$ cat src/rtl/bram_fill_ctrl_pkg.sv
// -----------------------------------------------------------------------------
// bram_fill_ctrl_pkg
//   Shared constants for the block-RAM write path: frame geometry and the
//   state encoding of the fill controller. The writer and reader stages
//   import the same package so that all of them agree on DEPTH, ADDR_W and
//   DATA_W.
// -----------------------------------------------------------------------------
package bram_fill_ctrl_pkg;

  // Frame geometry. BFC_DEPTH must equal 2**BFC_ADDR_W so that the write
  // pointer wraps to 0 exactly at the end of a frame.
  localparam int BFC_ADDR_W = 3;
  localparam int BFC_DEPTH  = 8;
  localparam int BFC_DATA_W = 8;

  // Fill controller states.
  typedef enum logic [1:0] {
    ST_IDLE = 2'd0,
    ST_FILL = 2'd1,
    ST_DONE = 2'd2
  } fill_state_t;

endpackage

$ cat src/rtl/bram_fill_ctrl.sv
// -----------------------------------------------------------------------------
// bram_fill_ctrl
//   Upstream stage of the block-RAM write path. After a start pulse it
//   accepts DEPTH bytes over a valid/ready handshake, gives them sequential
//   addresses 0..DEPTH-1 and presents a registered en/addr/data triple to
//   the BRAM writer one cycle after each accept. It also reports the byte
//   count and running XOR checksum of the frame and pulses done for one
//   cycle when the frame completes. An abort drops the frame without done.
//
// Ports
//   clk       system clock, rising edge
//   rst_n     asynchronous active-low reset
//   start     frame start request, only honoured in IDLE
//   abort     cancel current frame (wins over start in IDLE)
//   s_valid   input byte valid
//   s_data    input byte
//   s_ready   byte accepted this cycle if s_valid is high
//   wr_en     write strobe to BRAM writer
//   wr_addr   write address
//   wr_data   write data
//   wr_count  bytes accepted in current/last frame (0..DEPTH)
//   csum      XOR of bytes accepted in current/last frame
//   busy      high while filling
//   done      one-cycle pulse on frame completion
// -----------------------------------------------------------------------------
module bram_fill_ctrl
  import bram_fill_ctrl_pkg::*;
#(
  parameter int DEPTH  = BFC_DEPTH,
  parameter int ADDR_W = BFC_ADDR_W,
  parameter int DATA_W = BFC_DATA_W
) (
  input  logic              clk,
  input  logic              rst_n,
  input  logic              start,
  input  logic              abort,
  input  logic              s_valid,
  input  logic [DATA_W-1:0] s_data,
  output logic              s_ready,
  output logic              wr_en,
  output logic [ADDR_W-1:0] wr_addr,
  output logic [DATA_W-1:0] wr_data,
  output logic [ADDR_W:0]   wr_count,
  output logic [DATA_W-1:0] csum,
  output logic              busy,
  output logic              done
);

  fill_state_t       r_state;
  fill_state_t       w_state_nxt;

  logic [ADDR_W-1:0] r_ptr;
  logic [ADDR_W:0]   r_count;
  logic [DATA_W-1:0] r_csum;
  logic              r_wr_en;
  logic [ADDR_W-1:0] r_wr_addr;
  logic [DATA_W-1:0] r_wr_data;

  logic              w_s_ready;
  logic              w_accept;
  logic              w_last;
  logic              w_start_frame;

  // Ready is a pure function of the state register and abort, so an abort
  // cycle never accepts the byte that is presented alongside it.
  assign w_s_ready     = (r_state == ST_FILL) && !abort;
  assign w_accept      = s_valid && w_s_ready;
  assign w_last        = (r_ptr == ADDR_W'(DEPTH - 1));
  assign w_start_frame = (r_state == ST_IDLE) && start && !abort;

  // State register.
  always_ff @(posedge clk or negedge rst_n) begin
    if (!rst_n) begin
      r_state <= ST_IDLE;
    end else begin
      r_state <= w_state_nxt;
    end
  end

  // Next-state logic. DONE is a single-cycle state and always falls back
  // to IDLE, so a start seen there is dropped.
  always_comb begin
    w_state_nxt = r_state;
    case (r_state)
      ST_IDLE: begin
        if (w_start_frame) begin
          w_state_nxt = ST_FILL;
        end
      end
      ST_FILL: begin
        if (abort) begin
          w_state_nxt = ST_IDLE;
        end else if (w_accept && w_last) begin
          w_state_nxt = ST_DONE;
        end
      end
      ST_DONE: begin
        w_state_nxt = ST_IDLE;
      end
      default: begin
        w_state_nxt = ST_IDLE;
      end
    endcase
  end

  // Pointer, count and checksum clear on frame start and advance on each
  // accept. They are left untouched on abort so the partial values remain
  // visible. The pointer wraps to 0 naturally after the DEPTH-th byte.
  always_ff @(posedge clk or negedge rst_n) begin
    if (!rst_n) begin
      r_ptr   <= '0;
      r_count <= '0;
      r_csum  <= '0;
    end else if (w_start_frame) begin
      r_ptr   <= '0;
      r_count <= '0;
      r_csum  <= '0;
    end else if (w_accept) begin
      r_ptr   <= r_ptr + ADDR_W'(1);
      r_count <= r_count + (ADDR_W + 1)'(1);
      r_csum  <= r_csum ^ s_data;
    end
  end

  // Write-side output registers: strobe is the registered accept, address
  // and data capture on accept and hold otherwise.
  always_ff @(posedge clk or negedge rst_n) begin
    if (!rst_n) begin
      r_wr_en   <= 1'b0;
      r_wr_addr <= '0;
      r_wr_data <= '0;
    end else begin
      r_wr_en <= w_accept;
      if (w_accept) begin
        r_wr_addr <= r_ptr;
        r_wr_data <= s_data;
      end
    end
  end

  assign s_ready  = w_s_ready;
  assign wr_en    = r_wr_en;
  assign wr_addr  = r_wr_addr;
  assign wr_data  = r_wr_data;
  assign wr_count = r_count;
  assign csum     = r_csum;
  assign busy     = (r_state == ST_FILL);
  assign done     = (r_state == ST_DONE);

endmodule

$ cat config.mk
export PLATFORM = sky130hd
export DESIGN_NAME = bram_fill_ctrl
export DESIGN_NICKNAME = d
export VERILOG_FILES = /design/src/rtl/bram_fill_ctrl_pkg.sv /design/src/rtl/bram_fill_ctrl.sv
export SDC_FILE = /design/constraint.sdc
export NUM_CORES = 1
export LEC_CHECK = 0
export ABC_AREA = 0
export CAP_MARGIN = 25
export CORE_MARGIN = 5
export CORE_UTILIZATION = 35
export DETAILED_ROUTE_END_ITERATION = 16
export GPL_TIMING_DRIVEN = 0
export MAX_ROUTING_LAYER = met4
export PLACE_DENSITY = 0.72
export SYNTH_ARGS = -nofsm -noshare
export SYNTH_HDL_FRONTEND = slang
export SYNTH_SLANG_ARGS = --single-unit
export TNS_END_PERCENT = 20
$ cat constraint.sdc
create_clock -name clk -period 4.45 [get_ports clk]
set_clock_uncertainty 0.05 [all_clocks]
set_input_delay 0.445 -clock clk [delete_from_list [all_inputs] [get_ports clk]]
set_output_delay 0.445 -clock clk [all_outputs]
set_load 0.05 [all_outputs]
## Word-level counts from Yosys, hierarchy flattened

Index checks and enable logic that the tools add are counted.

| word-level totals | value |
|---|---|
| bits in registers | 29 |
| bits of input ports | 13 |
| output and inout port bits | 27 |
| logic and storage cells | 34 |

| cells by class | value |
|---|---|
| $add $sub $neg | 2 |
| equal/unequal tests | 5 |
| mux-type cells | 10 |
| bitwise logic cells | 1 |
| reductions and logical operators | 9 |

Operators with widths:

| cell | count |
|---|---|
| $mux W8 | 2 |
| $mux W4 | 2 |
| $xor A8 B8 Y8 | 1 |
| $mux W2 | 3 |
| $mux W3 | 2 |
| $logic_and A1 B1 Y1 | 5 |
| $add A4 B1 Y4 const B | 1 |
| $pmux W2 S2 | 1 |
| $add A3 B1 Y3 const B | 1 |
| $eq A3 B3 Y1 const B | 1 |
| $ne A3 B2 Y1 const B | 1 |
| $eq A2 B1 Y1 const B | 1 |
| $eq A2 B2 Y1 const B | 1 |
| $logic_not A2 Y1 | 1 |
| $ne A2 B2 Y1 const B | 1 |
| $reduce_and A2 Y1 | 1 |
| $reduce_bool A2 Y1 | 1 |
| $logic_not A1 Y1 | 1 |

## Depth between registers and ports, before layout

Gate-level depths: netlist of the first run.

| logic depth | value |
|---|---|
| depth after elaboration | 7 |
| mapped depth | 6 |

## Least setup slack after synthesis of the first run

OpenSTA, ideal clock, no wires.

| path | value |
|---|---|
| path type | input -> output |
| start | input port abort |
| end | output port s_ready |
| arrival time | 1.687 ns |
| data required time | 3.955 ns |
| path slack | 2.268 ns |
| stages on the path | 1 |
| buffers on the path | 0 |
| cells stage by stage | nor3b_1 |

| between the ends | value |
|---|---|
| longest elaborated chain between the ends | 2 |

RTL lines:

| element | RTL line | text |
|---|---|---|
| start: declaration | bram_fill_ctrl.sv:36 | `input logic abort,` |
| $logic_not A1 Y1 | bram_fill_ctrl.sv:66 | `assign w_s_ready = (r_state == ST_FILL) && !abort;` |
| $logic_and A1 B1 Y1 | bram_fill_ctrl.sv:66 |  |
| end: declaration | bram_fill_ctrl.sv:39 | `output logic s_ready,` |

No other way between the ends.

## Worst setup path in the final report of the first run

Same ends and word-level chain as after synthesis.

==> impl_metrics.ini, run 1 <==
[status]
outcome = finished, final reports clean

[logic_synthesis]
synthAdderAreaFrac = 0.0316
synth_edf_count = 0
yosysMostFrequentCell = nand2_1
postSynthAreaPerCell_um2 = 10.9
synth_cells = 109
synth_area_leader_cell = dfrtp_1
synth-seq-cells = 29
synth_mux_area_frac = 0.0842
ys.flop_type = dfrtp_1
synth_xor_xnor_area_share = 0.00737
ys_types = 19
synth_top_area_frac = 0.611
syn_nets = 125
synth_compound_area_frac = 0.0263
netlist_area_um2 = 1190
synth_common_cells = nand2_1, dfrtp_1, mux2i_1, a22o_1, ha_1
synth_seq_area_share = 0.611
synth_top_family_by_area = simple AND/OR/NAND/NOR gates
synth_warnings = 0
synthSimpleGateAreaFrac = 0.214
synth_async_sr_flop_share = 1.00
yosys-top-cells-area = dfrtp_1, nand2_1, mux2i_1, ha_1, a22o_1

[cts]
post_cts_resized = 0
clock-sinks = 29
htree_levels = 2
cts_tree = built
clk_path_buf_depth = 2
hold_buffers = 0
clk_pin_slew_worst_paths_ns = 0.09
insertion_delay_ns = 0.32
cts_buffers = 5
post_cts_buffers = 0
root_buffer = clkbuf_4

[setup_path]
cp_cell_sequence = clkdlybuf4s50_1 -> nor3b_1 -> clkdlybuf4s50_1
r2r-end = wr_count[1]
crit_path_start_kind = input port
cp_slowest_cell = clkdlybuf4s50_1
cp_max_fo = 3
critPathKind = in -> out
worst_setup_path_end_kind = primary output
arrival_ns = 2.08
r2r_setup_slack_ns = 2.91
crit_top_cell = clkdlybuf4s50_1
crit_required_ns = 3.95
critPathMaxStageDelay_ns = 0.87
rr_startpoint = r_state[1]
rr_worst_depth = 3

[global_routing]
grt_pass1_vias = 963
grt_first_pass_wirelength_um = 4420
grtUsageTotal = 0.136
grt_max_degree = 22
overflow = 0
antenna_found_initial = 0

[min_path]
worstHoldPathType = in -> async

[floorplanning]
die_area_um2 = 4660
core_area_um2 = 3310
fp-row-count = 21
start_util = 0.359
ioPinCount = 40
die_h_um = 68.3
die_w_um = 68.3

[finish]
finalNonFillerCells = 203
area_growth_pct = 44.8
fin_nets = 172
fillers = 309
drive_gt1_frac = 0.102
antennaDiodeCount = 0

[place]
place_ws_ns = 1.88
dp_hpwl_um = 2110
io_buffers = 39
place_congestion = 0.758
place_inst = 195

[drt]
initialDrtViolationCount = 42
firstDrtPassIters = 5
drt-wirelength-per-cell_um = 13.7
num_vias = 931
drtAntennaViolNets = 0
vias_per_cell = 4.59
drc_errors = 0
wl_um = 2790

[timing]
rsz0062_at_grt = no
finalSetupViolations = 0
hold_viol = 0
slew_headroom = 0.655
min_period_ns = 2.57
tightest_slew_ns = 0.516
fin_crit_sh = 0.578
fmax_mhz = 389
slew_viol_final = 0
worst_slack_ns = 1.88
finalSetupTns_ns = 0

[flow_run]
cap_violations = 0

[pwr]
peakVddDrop_mv = 0.209
p_total_mw = 0.841
pwr_density_cell_nw_per_um2 = 489
leakagePower_nw = 0.891
==> cells in the final DEF (no fill, tap or decap) <==
master            n
nand2_1          47
o21ai_0           1
buf_8             1
nand4_1           1
and2_1            1
inv_4             1
xnor2_1           1
nor3b_1           1
dfrtp_1          29
or4b_4            1
clkbuf_8          2
and3_1            1
and2_4            1
mux2i_1          10
clkdlybuf4s50_1  39
clkinv_2          1
buf_4             2
nand3_1           1
clkbuf_4          5
nor2b_1           2
buf_2             2
ha_1              3
nand4bb_1         1
a22o_1            3
==> state kept, by name, summed over array words and instances, names as in the netlist <==
register	flops
r_ptr	3
wr_data	8
csum	8
wr_addr	3
wr_en	1
wr_count	4
r_state	2
==> stage by stage <==
step	hold WS [ns]	util	cell area, um2
finish	0.370	0.520	1720
global route	0.373	0.520	1720
CTS	0.361	0.520	1720
detailed placement	0.416	0.499	1650
global placement	0.409	0.494	1640
floorplan	0.0994	-	1190
==> layout make-up <==
class | instances | area [um2] | share of cell area
Multi-Input combinational cell | 75 | 432 | 0.251
Clock inverter | 1 | 5.00 | 0.00291
Clock buffer | 7 | 65.1 | 0.0378
Inverter | 1 | 6.26 | 0.00363
Buffer | 4 | 25.0 | 0.0145
Sequential cell | 29 | 726 | 0.422
Timing Repair Buffer | 40 | 405 | 0.235
Tap cell | 46 | 57.6 | 0.0334
==> worst max path at each step <==
stage / start / endpoint / slack (ns)
after floorplan: abort / s_ready / 2.27
after global placement: abort / s_ready / 1.89
after detailed placement: abort / s_ready / 1.88
after CTS: abort / s_ready / 1.87
after global routing: abort / s_ready / 1.75
final: abort / s_ready / 1.88
==> routing by layer <==
metal / vias up / track usage / share of wire
li1: 447 / - / -
met3: 2 / 0.0493 / 0.046
met2: 30 / 0.226 / 0.53
met4: 0 / 0.0521 / 0.012
met5: - / - / 0
met1: 452 / 0.147 / 0.41
==> critical path, delay by kind of cell <==
family / cells / cell delay, ns
buf+inv: 2 / 1.31
simple gates: 1 / 0.32
==> cell families (layout without fill, tap and decap cells) <==
kind of cell,Yosys count,count (layout)
xor+xnor,1,1
simple gates,57,57
compound gates,4,4
buf+inv,5,53
mux,10,10
flops,29,29
fa+ha+maj,3,3
==> report_power, final <==
group | switching (mW) | internal (mW)
Sequential | 0.0317 | 0.309
Combinational | 0.210 | 0.109
Clock | 0.0906 | 0.0915
Total | 0.332 | 0.509
No activity file was read; power rests on OpenSTA's default activity.
==> run 2, diff against run 1 <==
--- a/config.mk
+++ b/config.mk
@@ -12,7 +12,7 @@
 export DETAILED_ROUTE_END_ITERATION = 16
 export GPL_TIMING_DRIVEN = 0
 export MAX_ROUTING_LAYER = met4
-export PLACE_DENSITY = 0.72
+export PLACE_DENSITY = 0.75
 export SYNTH_ARGS = -nofsm -noshare
 export SYNTH_HDL_FRONTEND = slang
 export SYNTH_SLANG_ARGS = --single-unit
==> constraint.sdc (replaced) <==
create_clock -name clk -period 2.3 [get_ports clk]
set_clock_uncertainty 0.05 [all_clocks]
set_input_delay 0.23 -clock clk [delete_from_list [all_inputs] [get_ports clk]]
set_output_delay 0.23 -clock clk [all_outputs]
set_load 0.05 [all_outputs]
==> run 2 against run 1 <==
  * Sequential power grew 95%
  * Setup slack worse by 1.5 ns
  * Critical path depth down 1
  * Utilization rose by 0.91 points
  * Sequential cell count unchanged
  * Sequential share of layout area fell by 0.72 points
  * Combinational power rose by 93%
  * Via count rose by 0.11%
  * Non-clock buffer count is the same
  * Register-to-register slack worse by 2.1 ns
  * Power grew 100%
  * Critical path type is now reg -> out
  * Largest cell class unchanged
  * Highest routed layer unchanged
==> impl_metrics.ini, run 2 (synthesized netlist as in run 1, its figures left out) <==
[place]
place_ws_ns = 0.144
dp_hpwl_um = 1990
place_inst = 195
post_dp_cell_area_um2 = 1660
place_congestion = 0.820
io_buffers = 39

[setup_path]
critPathMaxStageDelay_ns = 0.80
path_delay_family = buffers and inverters
worst_setup_path_end_kind = primary output
arrival_ns = 1.67
cp_slowest_cell = clkdlybuf4s50_1
cp_max_fo = 5
crit_required_ns = 2.02
critPathKind = reg -> out
cp_cell_sequence = nor2b_1 -> clkdlybuf4s50_1
r2r-end = wr_count[1]
path_buf_inv = 1
crit_path_start_kind = flop
rr_startpoint = r_state[1]
rr_worst_depth = 3
r2r_setup_slack_ns = 0.79

[floorplanning]
die_area_um2 = 4660
die_h_um = 68.3
start_util = 0.359
ioPinCount = 40
core_area_um2 = 3310
die_w_um = 68.3
fp-row-count = 21

[drt]
drt-wirelength-per-cell_um = 13.3
wl_um = 2700
dr_wl_met2_um = 1290
highest_layer = met4
initialDrtViolationCount = 28
dr_wl_met3_um = 133
met1_length_um = 1250
vias_per_cell = 4.59
drc_errors = 0
num_vias = 932
drtAntennaViolNets = 0
firstDrtPassIters = 2

[timing]
min_period_ns = 1.95
finalSetupTns_ns = 0
hold_viol = 0
tightest_slew_ns = 0.518
slew_viol_final = 0
worst_slack_ns = 0.351
fin_hold_ws_ns = 0.171
slew_headroom = 0.654
fmax_mhz = 513
finalSetupViolations = 0
rsz0062_at_grt = no
fin_crit_sh = 0.847

[finish]
fin_nets = 172
final_cell_area_um2 = 1750
seqCellArea_um2 = 726
mostFrequentLayoutCells = nand2_1, clkdlybuf4s50_1, dfrtp_1
utilization = 0.529
drive_gt1_frac = 0.0955
area_growth_pct = 47.4
finalNonFillerCells = 203
layout_commonest_cell = nand2_1
multi_input_area_um2 = 432
antennaDiodeCount = 0
fillers = 333

[pwr]
p_total_mw = 1.71
peakVddDrop_mv = 0.542
pwr_density_cell_nw_per_um2 = 976
leakagePower_nw = 0.917

[cts]
clock-sinks = 29
hold_buffers = 0
cts_tree = built
clk_pin_slew_worst_paths_ns = 0.09
clk_path_buf_depth = 2
htree_levels = 2
root_buffer = clkbuf_4
cts_buffers = 5
insertion_delay_ns = 0.33

[status]
outcome = finished, final reports clean

[global_routing]
grt_pass1_vias = 987
grt_first_pass_wirelength_um = 4570
grtUsageTotal = 0.140
overflow = 0
antenna_found_initial = 0
grt_max_degree = 22

[min_path]
worstHoldPathType = in -> async

[flow_run]
cap_violations = 0
## run 2: worst register-to-register path, cell delays in order (launching register included)
cell and delay (ns):
dfrtp_1 0.42, or4b_4 0.57, and2_4 0.20, a22o_1 0.18
## run 2: final cells by class
type	instances	area share
well taps	46	0.0329
inverters	1	0.00357
clock buffers	7	0.0314
multi-input cells	75	0.246
repair buffers	40	0.240
flip-flops and latches	29	0.414
clock inverters	1	0.0171
plain buffers	4	0.0143
## run 2: where the power goes
group	leakage [nW]	switching, mW	internal (mW)	total (mW)
combinational	0.487	0.401	0.213	0.615
clock	0.0455	0.173	0.259	0.432
sequential	0.384	0.0648	0.598	0.662
total	0.917	0.639	1.07	1.71
## run 2: timing repair
action                     in CTS  in global routing
setup buffers                   0                  0
setup endpoints to repair       0                  1
hold endpoints to repair        0                  0
resized for setup               0                  1
## run 2: worst max path at each step
stage	start	endpoint	slack [ns]	cells after the start
4_1_cts	r_state[1]	s_ready	0.09	2
6_report	r_state[1]	done	0.35	2
3_3_place_gp	abort	s_ready	0.17	3
5_1_grt	r_state[0]	busy	0.25	2
3_5_place_dp	abort	s_ready	0.14	3
2_1_floorplan	r_state[1]	r_state[1]	0.27	2
## run 2: per-layer routing
layer  GRT usage  vias up
met5           -        -
met4      0.0596        0
met3      0.0509        4
met2       0.215       26
met1       0.166      449
li1            -      453
